<file path="src/rtl/tran_bus_pkg.sv">
// Shared types and constants for the A/C bus direction controller.
package tran_bus_pkg;
  typedef enum logic [1:0] {IDLE, OWN_A, TURN, OWN_C} state_t;
  typedef enum logic {SIDE_A, SIDE_C} side_t;

  localparam int TURN_MAX = 15;
  localparam int CW       = $clog2(TURN_MAX + 1);

  // Lone requester wins; on a tie the side that did not own last wins.
  function automatic state_t arb(logic a_req, logic c_req, side_t last);
    if (a_req && c_req) return (last == SIDE_A) ? OWN_C : OWN_A;
    if (a_req)          return OWN_A;
    if (c_req)          return OWN_C;
    return IDLE;
  endfunction
endpackage

</file>
<file path="src/rtl/tran_bus_if.sv">
// Request/drive/readback bundle between the two bus clients and the controller.
interface tran_bus_if #(parameter int W = 1);
  logic         a_req, c_req, err_clr;
  logic [W-1:0] a_dout, c_dout, a_pin, c_pin;
  logic         a_oe, c_oe, err;
  logic [W-1:0] a_out, c_out;

  modport master (
    input  a_req, c_req, err_clr, a_dout, c_dout, a_pin, c_pin,
    output a_oe, c_oe, err, a_out, c_out
  );
  modport slave (
    output a_req, c_req, err_clr, a_dout, c_dout, a_pin, c_pin,
    input  a_oe, c_oe, err, a_out, c_out
  );
endinterface

</file>
<file path="src/rtl/tran_turn_timer.sv">
// Load/decrement dead-time counter; done while the count sits at zero.
module tran_turn_timer
  import tran_bus_pkg::*;
(
  input  logic          clk,
  input  logic          rst_n,
  input  logic          load,
  input  logic [CW-1:0] load_val,
  input  logic          dec,
  output logic          done
);
  logic [CW-1:0] cnt;

  always_ff @(posedge clk or negedge rst_n) begin
    if (!rst_n)                    cnt <= '0;
    else if (load)                 cnt <= load_val;
    else if (dec && cnt != '0)     cnt <= cnt - CW'(1);
  end

  assign done = (cnt == '0);
endmodule

</file>
<file path="src/rtl/tran_bus_ctrl.sv">
// Direction controller for the A/C pass-through switch: arbitration,
// dead-time turnaround, hold-limit preemption and sticky readback check.
module tran_bus_ctrl #(
  parameter int W        = 1,
  parameter int TURN     = 2,   // 1..15
  parameter int MAX_HOLD = 16   // 0 = no preemption
) (
  input  logic       clk,
  input  logic       rst_n,
  tran_bus_if.master bus
);
  import tran_bus_pkg::*;

  // The TURN parameter shadows the enum literal, so alias the state.
  localparam state_t        ST_TURN  = tran_bus_pkg::TURN;
  localparam int            HW       = (MAX_HOLD > 0) ? $clog2(MAX_HOLD + 1) : 1;
  localparam logic [HW-1:0] HOLD_LIM = HW'(MAX_HOLD);
  localparam logic [CW-1:0] TURN_LD  = CW'(TURN - 1);

  state_t        state, next;
  side_t         last;
  logic [HW-1:0] hold;
  logic          seasoned, t_done, t_load, owning, other_req, preempt, mismatch;

  assign owning    = (state == OWN_A) || (state == OWN_C);
  assign other_req = (state == OWN_A) ? bus.c_req : bus.a_req;
  assign preempt   = (MAX_HOLD != 0) && (hold == HOLD_LIM) && other_req;
  // First owned cycle still shows the previous value on x_out, so skip it.
  assign mismatch  = seasoned && (((state == OWN_A) && (bus.a_pin != bus.a_out)) ||
                                  ((state == OWN_C) && (bus.c_pin != bus.c_out)));

  always_comb begin
    next = state;
    case (state)
      IDLE:    next = arb(bus.a_req, bus.c_req, last);
      OWN_A:   if (!bus.a_req || preempt) next = ST_TURN;
      ST_TURN: if (t_done) next = arb(bus.a_req, bus.c_req, last);
      OWN_C:   if (!bus.c_req || preempt) next = ST_TURN;
      default: next = IDLE;
    endcase
  end

  assign t_load = (next == ST_TURN) && (state != ST_TURN);

  tran_turn_timer u_turn (
    .clk      (clk),
    .rst_n    (rst_n),
    .load     (t_load),
    .load_val (TURN_LD),
    .dec      (state == ST_TURN),
    .done     (t_done)
  );

  always_ff @(posedge clk or negedge rst_n) begin
    if (!rst_n) begin
      state     <= IDLE;
      last      <= SIDE_C;
      hold      <= '0;
      seasoned  <= 1'b0;
      bus.a_oe  <= 1'b0;
      bus.c_oe  <= 1'b0;
      bus.a_out <= '0;
      bus.c_out <= '0;
      bus.err   <= 1'b0;
    end else begin
      state    <= next;
      bus.a_oe <= (next == OWN_A);
      bus.c_oe <= (next == OWN_C);
      if (next != state && next == OWN_A) last <= SIDE_A;
      if (next != state && next == OWN_C) last <= SIDE_C;
      if (next != state)
        hold <= '0;
      else if (owning && other_req && hold != HOLD_LIM)
        hold <= hold + HW'(1);
      seasoned <= owning && (next == state);
      if (state == OWN_A) bus.a_out <= bus.a_dout;
      if (state == OWN_C) bus.c_out <= bus.c_dout;
      if (mismatch)         bus.err <= 1'b1;
      else if (bus.err_clr) bus.err <= 1'b0;
    end
  end
endmodule
</file>
<file path="src/flat_wrapper.sv">
// flat-port wrapper written by rule: the top's interface ports become plain ports
module tran_bus_ctrl_flat import tran_bus_pkg::*;
#(
  parameter int W        = 1,
  parameter int TURN     = 2,           
  parameter int MAX_HOLD = 16                       
)
  (clk, rst_n, bus_a_req, bus_c_req, bus_err_clr, bus_a_dout, bus_c_dout, bus_a_pin, bus_c_pin, bus_a_oe, bus_c_oe, bus_err, bus_a_out, bus_c_out);
  tran_bus_if #(.W(W)) bus_i ();
  input  logic clk;
  input  logic rst_n;
  input wire logic [$bits(bus_i.a_req)-1:0] bus_a_req;
  input wire logic [$bits(bus_i.c_req)-1:0] bus_c_req;
  input wire logic [$bits(bus_i.err_clr)-1:0] bus_err_clr;
  input wire logic [$bits(bus_i.a_dout)-1:0] bus_a_dout;
  input wire logic [$bits(bus_i.c_dout)-1:0] bus_c_dout;
  input wire logic [$bits(bus_i.a_pin)-1:0] bus_a_pin;
  input wire logic [$bits(bus_i.c_pin)-1:0] bus_c_pin;
  output wire logic [$bits(bus_i.a_oe)-1:0] bus_a_oe;
  output wire logic [$bits(bus_i.c_oe)-1:0] bus_c_oe;
  output wire logic [$bits(bus_i.err)-1:0] bus_err;
  output wire logic [$bits(bus_i.a_out)-1:0] bus_a_out;
  output wire logic [$bits(bus_i.c_out)-1:0] bus_c_out;
  assign bus_i.a_req = bus_a_req;
  assign bus_i.c_req = bus_c_req;
  assign bus_i.err_clr = bus_err_clr;
  assign bus_i.a_dout = bus_a_dout;
  assign bus_i.c_dout = bus_c_dout;
  assign bus_i.a_pin = bus_a_pin;
  assign bus_i.c_pin = bus_c_pin;
  assign bus_a_oe = bus_i.a_oe;
  assign bus_c_oe = bus_i.c_oe;
  assign bus_err = bus_i.err;
  assign bus_a_out = bus_i.a_out;
  assign bus_c_out = bus_i.c_out;
  tran_bus_ctrl #(.W(W), .TURN(TURN), .MAX_HOLD(MAX_HOLD)) u_core (.clk(clk), .rst_n(rst_n), .bus(bus_i));
endmodule
</file>
<file path="config.mk">
export PLATFORM = sky130hd
export DESIGN_NAME = tran_bus_ctrl_flat
export DESIGN_NICKNAME = d
export VERILOG_FILES = /design/src/rtl/tran_bus_pkg.sv /design/src/rtl/tran_bus_if.sv /design/src/rtl/tran_turn_timer.sv /design/src/rtl/tran_bus_ctrl.sv /design/src/flat_wrapper.sv
export SDC_FILE = /design/constraint.sdc
export NUM_CORES = 1
export LEC_CHECK = 0
export CAP_MARGIN = 20
export CORE_MARGIN = 2
export CORE_UTILIZATION = 33
export DETAILED_ROUTE_END_ITERATION = 10
export MAX_ROUTING_LAYER = met4
export PLACE_DENSITY = 0.51
export SYNTH_ARGS = -nofsm -noshare
export SYNTH_HDL_FRONTEND = slang
export SYNTH_SLANG_ARGS = --single-unit
</file>
<file path="constraint.sdc">
create_clock -name clk -period 1.9 [get_ports clk]
set_clock_uncertainty 0.05 [all_clocks]
set_input_delay 0.475 -clock clk [delete_from_list [all_inputs] [get_ports clk]]
set_output_delay 0.475 -clock clk [all_outputs]
set_load 0.01 [all_outputs]
</file>
==> results of run 1 <==
-- kinds of logic after synthesis --
group	share of synthesized area, %
compound gates	12.1
fa+ha+maj	4.90
flops	44.2
mux	6.37
simple gates	21.7
xor+xnor	6.01
buf+inv	4.66
-- per-layer routing --
layer | vias to the layer above | global-route usage [%] | wire [um]
li1 | 396 | - | -
met1 | 402 | 17.0 | 965
met3 | 4 | 1.97 | 51
met5 | - | - | 0
met4 | 0 | 7.62 | 38
met2 | 8 | 24.5 | 1070
-- area by class of cell --
| class | instances | area, um2 | area share [%] |
|---|---|---|---|
| clock buffers | 4 | 26.3 | 2.10 |
| inverters | 7 | 26.3 | 2.10 |
| multi-input cells | 74 | 532 | 42.5 |
| flip-flops and latches | 18 | 452 | 36.1 |
| well taps | 33 | 41.3 | 3.30 |
| repair buffers | 19 | 175 | 14.0 |
-- where the power goes --
| part | switching [mW] | leakage (nW) | internal (mW) |
|---|---|---|---|
| Sequential | 0.137 | 0.229 | 0.525 |
| Combinational | 0.439 | 0.340 | 0.444 |
| Clock | 0.123 | 0.0150 | 0.0819 |
-- timing repair --
item / CTS / global route
setup buffers: 0 / 0
setup endpoints to repair: 0 / 6
gates resized for setup: 0 / 2
endpoints found under the hold margin: 0 / 0
-- synthesized netlist by cell type, drive strengths merged (2+ instances only) --
library cell / count / share of area (%)
a211oi: 3 / 2.2
and3: 2 / 1.2
xor2: 3 / 2.6
mux2i: 2 / 2.0
nor3: 2 / 0.98
nor2: 11 / 4.0
dfrtp: 17 / 42
nand2: 5 / 2.6
a21oi: 6 / 3.3
buf: 3 / 2.1
xnor2: 4 / 3.4
o21ai: 4 / 2.0
ha: 4 / 4.9
nand2b: 2 / 1.2
inv: 7 / 2.6
nand3: 5 / 2.5
mux2: 4 / 4.4
-- state kept, by name, summed over array words and instances (netlist names) --
signal             flops
u_core.bus.a_out       1
u_core.bus.c_out       1
u_core.bus.a_oe        1
u_core.bus.err         1
u_core.bus.c_oe        1
u_core.state           2
u_core.seasoned        1
u_core.last            1
u_core.u_turn.cnt      4
u_core.hold            5
-- through the flow --
step | hold slack [ns] | utilization [%]
floorplan | 0.129 | -
global placement | 0.461 | 40.5
detailed placement | 0.476 | 40.5
CTS | 0.391 | 41.4
global route | 0.399 | 41.7
finish | 0.397 | 41.7
-- worst min-delay path by stage --
stage,end,depth (start not counted),slack (ns),startpoint
after floorplan,u_core.bus.a_oe,0,0.13,rst_n
after global placement,u_core.bus.err,2,0.46,u_core.bus.err
after detailed placement,u_core.last,2,0.48,u_core.last
after CTS,u_core.seasoned,1,0.39,rst_n
after global routing,u_core.seasoned,1,0.40,rst_n
final,u_core.seasoned,1,0.40,rst_n
-- worst max-delay path, delay by kind of cell, from the launching register on --
family                   cells  cell delay [ns]
buffers and inverters        1             0.07
adder cells (fa/ha/maj)      1             0.21
AND/OR/NAND/NOR              3             0.85
flip-flops                   1             0.39
AO/OA/AOI/OAI                1             0.13
==> run_results.csv, run 1 <==
group,metric,value,unit
sta,slew_headroom,72.3,%
synth,synth_edf_count,0,
floorplan,start_util,34.0,%
sta,setup_tns,0,ns
sta,post-route-period-util,92.5,%
worst_setup_path,cp-start-kind,"flip-flop",
placement,pre_cts_slack,-0.104,ns
sta,worst_slew_pin_slew,0.416,ns
final_layout,drive_gt1_share,16.4,%
placement,place_congestion,0.759,
floorplan,rows,20,
drt,routedWlPerCell,13.7,um
final_layout,insertedDiodeCount,0,
worst_setup_path,critPathMaxFanout,4,
global_routing,grt-ovfl-total,0,
synth,yosys_warnings,0,
drt,vias,810,
worst_setup_path,required,2.10,ns
cts,cts_root_buffer,"clkbuf_4",
cts,cts_tree,"yes",
worst_setup_path,rrSetupSlack,0.14,ns
sta,setup_viol,0,
worst_setup_path,ff2ff_path_depth,6,
cts,cts-hold-fix-buffers,0,
floorplan,die_area,3550,um2
synth,ys_types,38,
cts,clk_pin_slew,0.11,ns
placement,dpl_cell_area,1220,um2
pwr,p_leak,0.584,nW
global_routing,antenna_found_initial,0,
pwr,power.density,1400,nW/um2
sta,rsz0062_at_grt,"false",
placement,io_buffers,13,
final_layout,stdcell_count,155,
cts,htree_levels,1,
sta,fmax,569,MHz
worst_setup_path,endpoint,"u_core.u_turn.cnt[2]",
drt,route.detailed.drc,0,
floorplan,die_x,59.6,um
synth,synth_nets,115,
worst_setup_path,end_kind,"flip-flop",
cts,cts_buffers,3,
global_routing,grt_pass1_vias,865,
drt,final_antenna_net_count,0,
hold_path,hold_class,"in2async",
floorplan,core-area,3000,um2
synth,ys_seq_area_share,44.2,%
global_routing,grt_pass1_wl,3710,um
final_layout,areaGrowthSynthToFinish,22.7,%
worst_setup_path,cp_cell_sequence,"inv_1, ha_1, or3b_4, nand2_4, or4b_4, a21oi_2",
placement,dpl.hpwl,1640,um
flow_run,maxCapViolations,0,
floorplan,die_y,59.6,um
drt,drtPass1Iterations,4,
final_layout,final_cell_mix,"17 x dfrtp_1, 13 x clkdlybuf4s50_1, 11 x nor2_1",
run_status,status,"finished, final reports clean",
global_routing,grt_usage,14.6,%
cts,clock_latency,0.30,ns
sta,setup_ws,0.142,ns
sta,fin_crit,1.76,ns
synth,netlist_area,1020,um2
cts,clockBufferDepth,2,
sta,hold_violations,0,
worst_setup_path,timing.rr.start,"u_core.u_turn.cnt[0]",
final_layout,fill_cells,304,
global_routing,grt_max_degree,13,
worst_setup_path,crit_path_top_delay_cell,"or4b_4",
drt,finalWirelength,2130,um
drt,first_iter_violations,21,
cts,cts_sinks,18,
synth,syn_avg_cell_area,10.0,um2
final_layout,final_cell_area,1250,um2
worst_setup_path,arrival,1.95,ns
pwr,p_total,1.75,mW
final_layout,fin_nets,136,
worst_setup_path,worstSetupPathType,"reg2reg",
synth,synth_ff_type,"dfrtp_1",
synth,ys_ff_latch,18,
worst_setup_path,critPathMaxStageDelay,0.52,ns
synth,synthArstFlopShare,100,%
drt,viasPerCell,5.23,
final_layout,final_common_cell,"dfrtp_1",
synth,syn_inst,102,
pwr,vdd_drop_max,0.460,mV
worst_setup_path,timing.rr.end,"u_core.u_turn.cnt[2]",
sta,slew_viol_final,0,
floorplan,io-pin-count,14,
worst_setup_path,crit_path_start,"u_core.u_turn.cnt[0]",
placement,dpl.cell_count,151,
(Power assumes the default switching activity.)
==> run 2, diff against run 1 <==
Settings changed: CORE_MARGIN 2 to 10, SLEW_MARGIN set to 25.
==> run_results.csv, run 2 (synthesized netlist as in run 1, its figures left out) <==
group,metric,value,unit
run_status,status,"finished, final reports clean",
final_layout,final_cell_mix,"17 x dfrtp_1, 13 x clkdlybuf4s50_1, 11 x nor2_1",
sta,worst_slew_pin_slew,0.407,ns
final_layout,final_cell_area,1240,um2
worst_setup_path,cp_cell_sequence,"inv_1, ha_1, or3b_4, nand2_4, or4b_4, a21oi_2",
global_routing,grt_pass1_vias,868,
cts,clockBufferDepth,2,
pwr,vdd_drop_max,0.492,mV
global_routing,grt_pass1_wl,3980,um
final_layout,fin_nets,136,
floorplan,die_area,5720,um2
sta,fin_crit,1.78,ns
drt,route.detailed.drc,0,
drt,routedWlPerCell,13.9,um
drt,first_iter_violations,27,
cts,cts_tree,"yes",
cts,clock_latency,0.30,ns
worst_setup_path,end_kind,"flip-flop",
cts,postCtsSetupRepairBufs,0,
final_layout,reg_top3,"u_core.hold: 5 flops, u_core.u_turn.cnt: 4 flops, u_core.state: 2 flops",
worst_setup_path,required,2.08,ns
floorplan,io-pin-count,14,
worst_setup_path,crit_path_top_delay_cell,"or4b_4",
cts,cts_root_buffer,"clkbuf_4",
placement,dpl_cell_area,1220,um2
placement,dpl.hpwl,1700,um
drt,drtPass1Iterations,3,
final_layout,final_common_cell,"dfrtp_1",
sta,fmax,562,MHz
floorplan,rows,20,
global_routing,grt_max_degree,19,
floorplan,core-area,3000,um2
placement,io_buffers,13,
hold_path,hold_class,"in2async",
global_routing,grt-ovfl-total,0,
final_layout,largest_register_ffs,5,
final_layout,drive_gt1_share,14.8,%
final_layout,seqCellArea,452,um2
sta,hold_violations,0,
sta,slew_headroom,72.8,%
worst_setup_path,critPathMaxFanout,4,
cts,cts_sinks,18,
floorplan,die_y,75.6,um
cts,htree_levels,1,
sta,rsz0062_at_grt,"false",
floorplan,die_x,75.6,um
final_layout,top_register,"u_core.hold",
cts,cts-hold-fix-buffers,0,
sta,setup_viol,0,
cts,clk_pin_slew,0.11,ns
placement,place_congestion,0.792,
final_layout,multiInputGateArea,522,um2
pwr,power.density,1380,nW/um2
drt,final_antenna_net_count,0,
pwr,p_leak,0.581,nW
sta,hold_ws,0.435,ns
sta,post-route-period-util,93.6,%
worst_setup_path,path_delay_family,"simple AND/OR/NAND/NOR gates",
cts,cts_resized,0,
worst_setup_path,worstSetupPathType,"reg2reg",
worst_setup_path,cp-start-kind,"flip-flop",
floorplan,start_util,34.0,%
final_layout,areaGrowthSynthToFinish,21.7,%
global_routing,grt_usage,9.29,%
drt,vias,800,
sta,slew_viol_final,0,
flow_run,maxCapViolations,0,
final_layout,fill_cells,309,
drt,viasPerCell,5.16,
drt,finalWirelength,2160,um
cts,cts_buffers,3,
worst_setup_path,cp_num_buf_inv,1,
worst_setup_path,critPathMaxStageDelay,0.53,ns
worst_setup_path,arrival,1.96,ns
global_routing,antenna_found_initial,0,
final_layout,insertedDiodeCount,0,
## run 2: final timing paths
kind,startpoint,slack (ns),end,depth (start not counted)
max,u_core.u_turn.cnt[0],0.12,u_core.u_turn.cnt[2],6
min,rst_n,0.44,u_core.bus.err,2
min reg2reg,u_core.seasoned,0.48,u_core.bus.err,2
max in group asynchronous,rst_n,1.09,u_core.last,2
min in group clk,u_core.seasoned,0.48,u_core.bus.err,2
max reg2reg,u_core.u_turn.cnt[0],0.12,u_core.u_turn.cnt[2],6
## run 2: routing by layer
| metal | routed length, um | GRT usage, % | up-vias |
|---|---|---|---|
| li1 | - | - | 396 |
| met1 | 917 | 9.49 | 396 |
| met2 | 1170 | 16.4 | 6 |
| met3 | 60 | 3.26 | 2 |
| met4 | 14 | 2.68 | 0 |
| met5 | 0 | - | - |
## run 2: stage by stage
step	setup slack, ns	setup TNS (ns)	total power, mW	std cells	utilization, %
6_report	0.122	0	1.72	155	41.4
4_1_cts	0.108	0	1.76	155	41.4
2_1_floorplan	0.257	0	1.27	102	-
3_3_place_gp	-0.0349	-0.153	1.53	151	40.5
5_1_grt	0.0201	0	1.91	155	41.4
3_5_place_dp	-0.102	-0.475	1.55	151	40.5
## run 2: where the power goes
part           leakage (nW)  internal [mW]  switching, mW
combinational         0.338          0.432          0.426
clock                0.0150         0.0817          0.118
sequential            0.229          0.525          0.136
total                 0.581           1.04          0.680
## run 2: layout make-up
cell class                      instances  share of cell area [%]
Multi-Input combinational cell         74                    42.0
Sequential cell                        18                    36.4
Timing Repair Buffer                   19                    14.1
Tap cell                               33                    3.32
Clock buffer                            4                    2.11
Inverter                                7                    2.11
==> run 3, diff against run 2 <==
Settings changed: SKIP_LAST_GASP set to 1.
==> results of run 3 <==
The final DEF is identical to that of run 2; final timing and power are the same.
